==> config.mk <==
export PLATFORM = sky130hd
export DESIGN_NAME = mem_host_responder
export DESIGN_NICKNAME = d
export VERILOG_FILES = /design/src/rtl/mem_host_responder.sv
export SDC_FILE = /design/constraint.sdc
export NUM_CORES = 2
export LEC_CHECK = 0
export CAP_MARGIN = 0
export CELL_PAD_IN_SITES_DETAIL_PLACEMENT = 1
export CELL_PAD_IN_SITES_GLOBAL_PLACEMENT = 2
export CORE_AREA = 2 2 476 478
export CTS_BUF_LIST = sky130_fd_sc_hd__clkbuf_16
export DETAILED_ROUTE_END_ITERATION = 10
export DIE_AREA = 0 0 478 480
export HOLD_SLACK_MARGIN = 0.12
export PLACE_DENSITY = 0.59
export SETUP_SLACK_MARGIN = 0.5
export SLEW_MARGIN = 10
export SYNTH_ARGS = -nofsm -noshare
export SYNTH_HDL_FRONTEND = slang
export SYNTH_SLANG_ARGS = --single-unit
==> constraint.sdc <==
create_clock -name clk -period 3 [get_ports clk]
set_input_delay 0.6 -clock clk [delete_from_list [all_inputs] [get_ports clk]]
set_output_delay 0.6 -clock clk [all_outputs]
set_load 0.01 [all_outputs]
==> src/rtl/mem_host_responder.sv <==
`default_nettype none
// ============================================================================
//  Module   : mem_host_responder
//  Purpose  : Responder for the 512-bit host line interface. Each line read or
//             write is split into WORD_W-bit beats on a req/gnt/rvalid memory
//             port. Optional critical-word-first ordering: MEMRSP_CWF_EN.
//  Revision : 1.0  initial release
// ============================================================================
module mem_host_responder #(
    parameter int LINE_W = 512,
    parameter int WORD_W = 64
) (
    input  logic              clk,
    input  logic              rst_n,
    input  logic [1:0]        op_host,
    input  logic [31:0]       AddrOut_host,
    input  logic [LINE_W-1:0] DataOut_host,
    output logic [LINE_W-1:0] DataIn_host,
    output logic              rd_valid_host,
    output logic              tx_done_host,
    output logic              busy,
    output logic              mem_req,
    output logic              mem_we,
    output logic [31:0]       mem_addr,
    output logic [WORD_W-1:0] mem_wdata,
    input  logic              mem_gnt,
    input  logic              mem_rvalid,
    input  logic [WORD_W-1:0] mem_rdata
);

    localparam int BEATS      = LINE_W / WORD_W;
    localparam int SLOT_W     = (BEATS > 1) ? $clog2(BEATS) : 1;
    localparam int OFF_W      = $clog2(WORD_W / 8);
    localparam int LINE_OFF_W = $clog2(LINE_W / 8);

    localparam logic [1:0]        OP_IDLE   = 2'b00;
    localparam logic [1:0]        OP_READ   = 2'b01;
    localparam logic [1:0]        OP_WRITE  = 2'b10;
    localparam logic [SLOT_W-1:0] LAST_BEAT = SLOT_W'(BEATS - 1);

    typedef enum logic [2:0] {
        IDLE     = 3'd0,
        RD_ISSUE = 3'd1,
        RD_WAIT  = 3'd2,
        WR_ISSUE = 3'd3,
        RESP     = 3'd4,
        DRAIN    = 3'd5
    } state_t;

    state_t              state_q;
    logic [31:0]         base_q;
    logic [SLOT_W-1:0]   beat_q;
    logic [SLOT_W-1:0]   start_q;
    logic [LINE_W-1:0]   wbuf_q;
    logic [SLOT_W-1:0]   start_d;
    logic [SLOT_W-1:0]   cur_slot;
    logic                unused_addr_bits;

`ifdef MEMRSP_CWF_EN
    assign start_d = AddrOut_host[OFF_W +: SLOT_W];
`else
    assign start_d = '0;
`endif

    // Byte-offset bits are meaningless to a line-granular requester.
    assign unused_addr_bits = ^AddrOut_host[LINE_OFF_W-1:0];

    // Slot wraps naturally because BEATS is a power of two.
    assign cur_slot  = beat_q + start_q;
    assign mem_addr  = base_q + (32'(cur_slot) << OFF_W);
    assign mem_wdata = wbuf_q[cur_slot*WORD_W +: WORD_W];
    assign busy      = (state_q != IDLE);

    always_ff @(posedge clk or negedge rst_n) begin
        if (!rst_n) begin
            state_q       <= IDLE;
            base_q        <= '0;
            beat_q        <= '0;
            start_q       <= '0;
            wbuf_q        <= '0;
            DataIn_host   <= '0;
            rd_valid_host <= 1'b0;
            tx_done_host  <= 1'b0;
            mem_req       <= 1'b0;
            mem_we        <= 1'b0;
        end else begin
            case (state_q)
                IDLE: begin
                    if (op_host == OP_READ || op_host == OP_WRITE) begin
                        base_q  <= {AddrOut_host[31:LINE_OFF_W], {LINE_OFF_W{1'b0}}};
                        start_q <= start_d;
                        beat_q  <= '0;
                        mem_req <= 1'b1;
                        if (op_host == OP_WRITE) begin
                            wbuf_q  <= DataOut_host;
                            mem_we  <= 1'b1;
                            state_q <= WR_ISSUE;
                        end else begin
                            state_q <= RD_ISSUE;
                        end
                    end
                end
                RD_ISSUE: begin
                    if (mem_gnt) begin
                        mem_req <= 1'b0;
                        state_q <= RD_WAIT;
                    end
                end
                RD_WAIT: begin
                    if (mem_rvalid) begin
                        DataIn_host[cur_slot*WORD_W +: WORD_W] <= mem_rdata;
                        if (beat_q == LAST_BEAT) begin
                            tx_done_host  <= 1'b1;
                            rd_valid_host <= 1'b1;
                            state_q       <= RESP;
                        end else begin
                            beat_q  <= beat_q + SLOT_W'(1);
                            mem_req <= 1'b1;
                            state_q <= RD_ISSUE;
                        end
                    end
                end
                WR_ISSUE: begin
                    if (mem_gnt) begin
                        if (beat_q == LAST_BEAT) begin
                            mem_req      <= 1'b0;
                            mem_we       <= 1'b0;
                            tx_done_host <= 1'b1;
                            state_q      <= RESP;
                        end else begin
                            beat_q <= beat_q + SLOT_W'(1);
                        end
                    end
                end
                RESP: begin
                    tx_done_host  <= 1'b0;
                    rd_valid_host <= 1'b0;
                    // A requester still holding op must release it before re-service.
                    state_q       <= (op_host == OP_IDLE) ? IDLE : DRAIN;
                end
                DRAIN: begin
                    if (op_host == OP_IDLE) begin
                        state_q <= IDLE;
                    end
                end
                default: state_q <= IDLE;
            endcase
        end
    end

endmodule
`default_nettype wire

==> results.json <==
{
  "gp_congestion": 0.803,
  "wl_per_cell_um": 27.5,
  "cp.required_ns": 2.40,
  "finClkSkew_ns": 0.0227,
  "htree_levels": 4,
  "avgSynthCellArea_um2": 12.4,
  "combPwrFrac_pct": 33.0,
  "period_share_pct": 111,
  "relSlewSlack_pct": 36.1,
  "synth_area_um2": 43900,
  "r2r_start": "beat_q[0]",
  "status": "finished with violations",
  "ys_warn_count": 0,
  "drtIter0Drc": 1757,
  "switching_share_pct": 30.9,
  "wl_mm": 223,
  "seq_area_frac_synth_pct": 60.4,
  "drc": 0,
  "vdd_drop_max_v": 0.000462,
  "io_pins": 1227,
  "cpPeakStageDelay_ns": 0.48,
  "power.share.clock_pct": 28.2,
  "min_from": "DataOut_host[49]",
  "maxCapViolCount": 0,
  "cts_max_path_buffers": 3,
  "place_inst": 7675,
  "crit_path_end_kind": "primary output",
  "whs_ns": 0.411,
  "firstDrtPassIters": 5,
  "ys.flop_type": "dfrtp_1",
  "async_flop_share_pct": 100,
  "fmax_ghz": 0.300,
  "r2r_slack_ns": -0.22,
  "clk_latency_ns": 0.79,
  "num_rows": 174,
  "total_power_uw": 54400,
  "synth_area_leader_cell": "dfrtp_1",
  "grt_max_degree": 98,
  "p_leak_uw": 0.0283,
  "maxSlewViolCount": 0,
  "rsz0062_at_grt": "true",
  "synth.top_cells.by_area": "dfrtp_1 60%, mux2_2 14%, nand2_1 7.1%",
  "ys_seq_elements": 1060,
  "synth_edf_count": 0,
  "slowest_stage": "dfrtp_4",
  "setup_slack_ns": -0.328,
  "area_delta_synth_final_pct": 57.2,
  "core-area_um2": 224000,
  "criticalPathCategory": "register to primary output",
  "finalNonFillerCells": 8101,
  "cp_max_fo": 8,
  "yosysUniqueCellTypes": 46,
  "die_y_um": 480,
  "drive_gt1_share_pct": 29.1,
  "synthCells": 3528,
  "synth_top_area_share_pct": 60.4,
  "grt_pass1_wl_mm": 298,
  "tightest_slew_ns": 0.955,
  "net-switching-power_uw": 16800,
  "violations": "setup timing",
  "dpl.hpwl_mm": 157,
  "worst_path_most_repeated_cell": "buf_12",
  "hold_class": "input port to register",
  "startpoint_type": "register",
  "power.share.sequential_pct": 38.8,
  "grt_remaining_overflow": 0,
  "cts_tree": "done",
  "cts_buffers": 135,
  "start_util_pct": 19.6,
  "root_buffer": "clkbuf_16",
  "port-buffer-count": 1217,
  "crit_start": "beat_q[0]",
  "hold_viol_final": 0,
  "period_minus_slack_ns": 3.33,
  "final_core_util_pct": 30.8,
  "grt_use_total_pct": 18.3,
  "drtAntennaViolNets": 0,
  "num_vias": 34500,
  "clkSinkCount": 1060,
  "antenna_found_initial": 100,
  "cp_cell_sequence": "buf_12 > buf_16 > buf_12 > buf_12 > buf_6 > mux4_2 > nand2_4 > nand2_2 > buf_6",
  "post-place-ws_ns": -0.0380,
  "die_area_um2": 229000,
  "crit_arrival_ns": 2.73,
  "first_global_vias": 36700,
  "path_clk_slew_ns": 0.06,
  "nNetsFinal": 5610,
  "setup_viol": 207,
  "die_x_um": 478,
  "p_int_uw": 37600,
  "via_per_inst": 4.26,
  "power_density_nw_per_um2": 788
}
-- power by group through the flow --
stage | registers, uW | clock network, uW | logic, uW
after floorplan | 20700 | 0 | 8780
after global placement | 21300 | 0 | 16200
after detailed placement | 21500 | 0 | 16400
after CTS | 21200 | 15900 | 17700
after global routing | 21700 | 16400 | 19100
final | 21100 | 15300 | 17900
-- cells in the mapped netlist, types with 2 or more instances --
library cell and instances:
mux2_1 42, buf_4 53, nand2_1 836, nor2b_1 2, a22o_1 2, ha_1 9
nor4b_1 3, a21oi_1 4, mux4_2 128, nand2b_1 4, or4b_1 2, mux2_2 561
buf_6 2, o21ai_0 442, o21ai_1 8, inv_1 73, a31oi_1 2, mux2i_1 2
buf_1 17, nand3_1 67, buf_2 56, nor3b_1 2, dfrtp_1 1060, clkbuf_1 118
nor2_1 12
-- worst max-delay path: cells and delay by family (launching register included) --
kind | cells | cell delay [ns]
buffers and inverters | 6 | 0.80
and+or+nand+nor | 2 | 0.19
DFF | 1 | 0.48
muxes | 1 | 0.44
-- layout make-up --
| cell class | count | area [um^2] |
|---|---|---|
| antenna | 22 | 55.1 |
| clock buffer | 138 | 3450 |
| clock inverter | 99 | 616 |
| fill | 24300 | 155000 |
| inverter | 73 | 279 |
| multi-input combinational | 2151 | 16700 |
| sequential | 1060 | 26500 |
| tap | 2992 | 3740 |
| timing repair buffer | 1566 | 17600 |
-- through the flow --
| step | cell area, um^2 | TNS [ns] |
|---|---|---|
| floorplan | 44000 | 0 |
| global placement | 60900 | -0.123 |
| detailed placement | 60900 | -0.0444 |
| CTS | 67300 | -20.63 |
| global route | 69000 | -52.92 |
| finish | 69000 | -24.05 |
-- registers in the layout (all words and copies together) (netlist names) --
register	count
DataIn_host	512
base_q	26
beat_q	3
mem_req	1
mem_we	1
rd_valid_host	1
state_q	3
tx_done_host	1
wbuf_q	512
-- layer usage --
layer	wire, um	global-route usage, %
met4	5400	4.43
met5	707	0
met3	16700	6.23
met2	110000	31.2
met1	90300	22.1
-- logic make-up after synthesis --
| kind of cell | Yosys count | synth area share, % |
|---|---|---|
| flops | 1060 | 60.4 |
| simple gates | 940 | 8.47 |
| mux | 733 | 22.1 |
| compound gates | 466 | 5.39 |
| buf+inv | 319 | 3.37 |
| fa+ha+maj | 9 | 0.257 |
| other cells | 1 | 0.00854 |
-- timing repair --
action / CTS / global route
setup endpoints to repair: 601 / 606
resized for setup: 527 / 259
setup buffers: 73 / 32
pin swaps: 58 / 72
hold buffers: 1 / 0
cloned: 30 / 31
endpoints found under the hold margin: 12 / 0
-- path summary, 6_finish.rpt --
check | cells past startpoint | endpoint
setup / recovery | 9 | mem_wdata[12]
hold / removal | 2 | wbuf_q[49]
setup reg to reg | 15 | DataIn_host[470]
hold reg to reg | 2 | DataIn_host[456]
max in group asynchronous | 3 | DataIn_host[315]
min in group asynchronous | 2 | wbuf_q[319]
-- layout by cell type, fill, tap and decap left out, types with 72 or more instances in the layout --
| cell type | netlist | layout |
|---|---|---|
| buf_12 | 0 | 95 |
| clkbuf_16 | 0 | 159 |
| clkdlybuf4s50_1 | 0 | 1150 |
| mux4_2 | 128 | 128 |
| o21ai_0 | 442 | 362 |
| buf_6 | 2 | 113 |
| nand2_1 | 836 | 690 |
| inv_1 | 73 | 108 |
| o21ai_1 | 8 | 72 |
| dfrtp_1 | 1060 | 1055 |
| mux2_2 | 561 | 560 |
| nand2_2 | 0 | 122 |
| buf_4 | 53 | 117 |
Note: power is estimated with default switching activity, not from simulation.
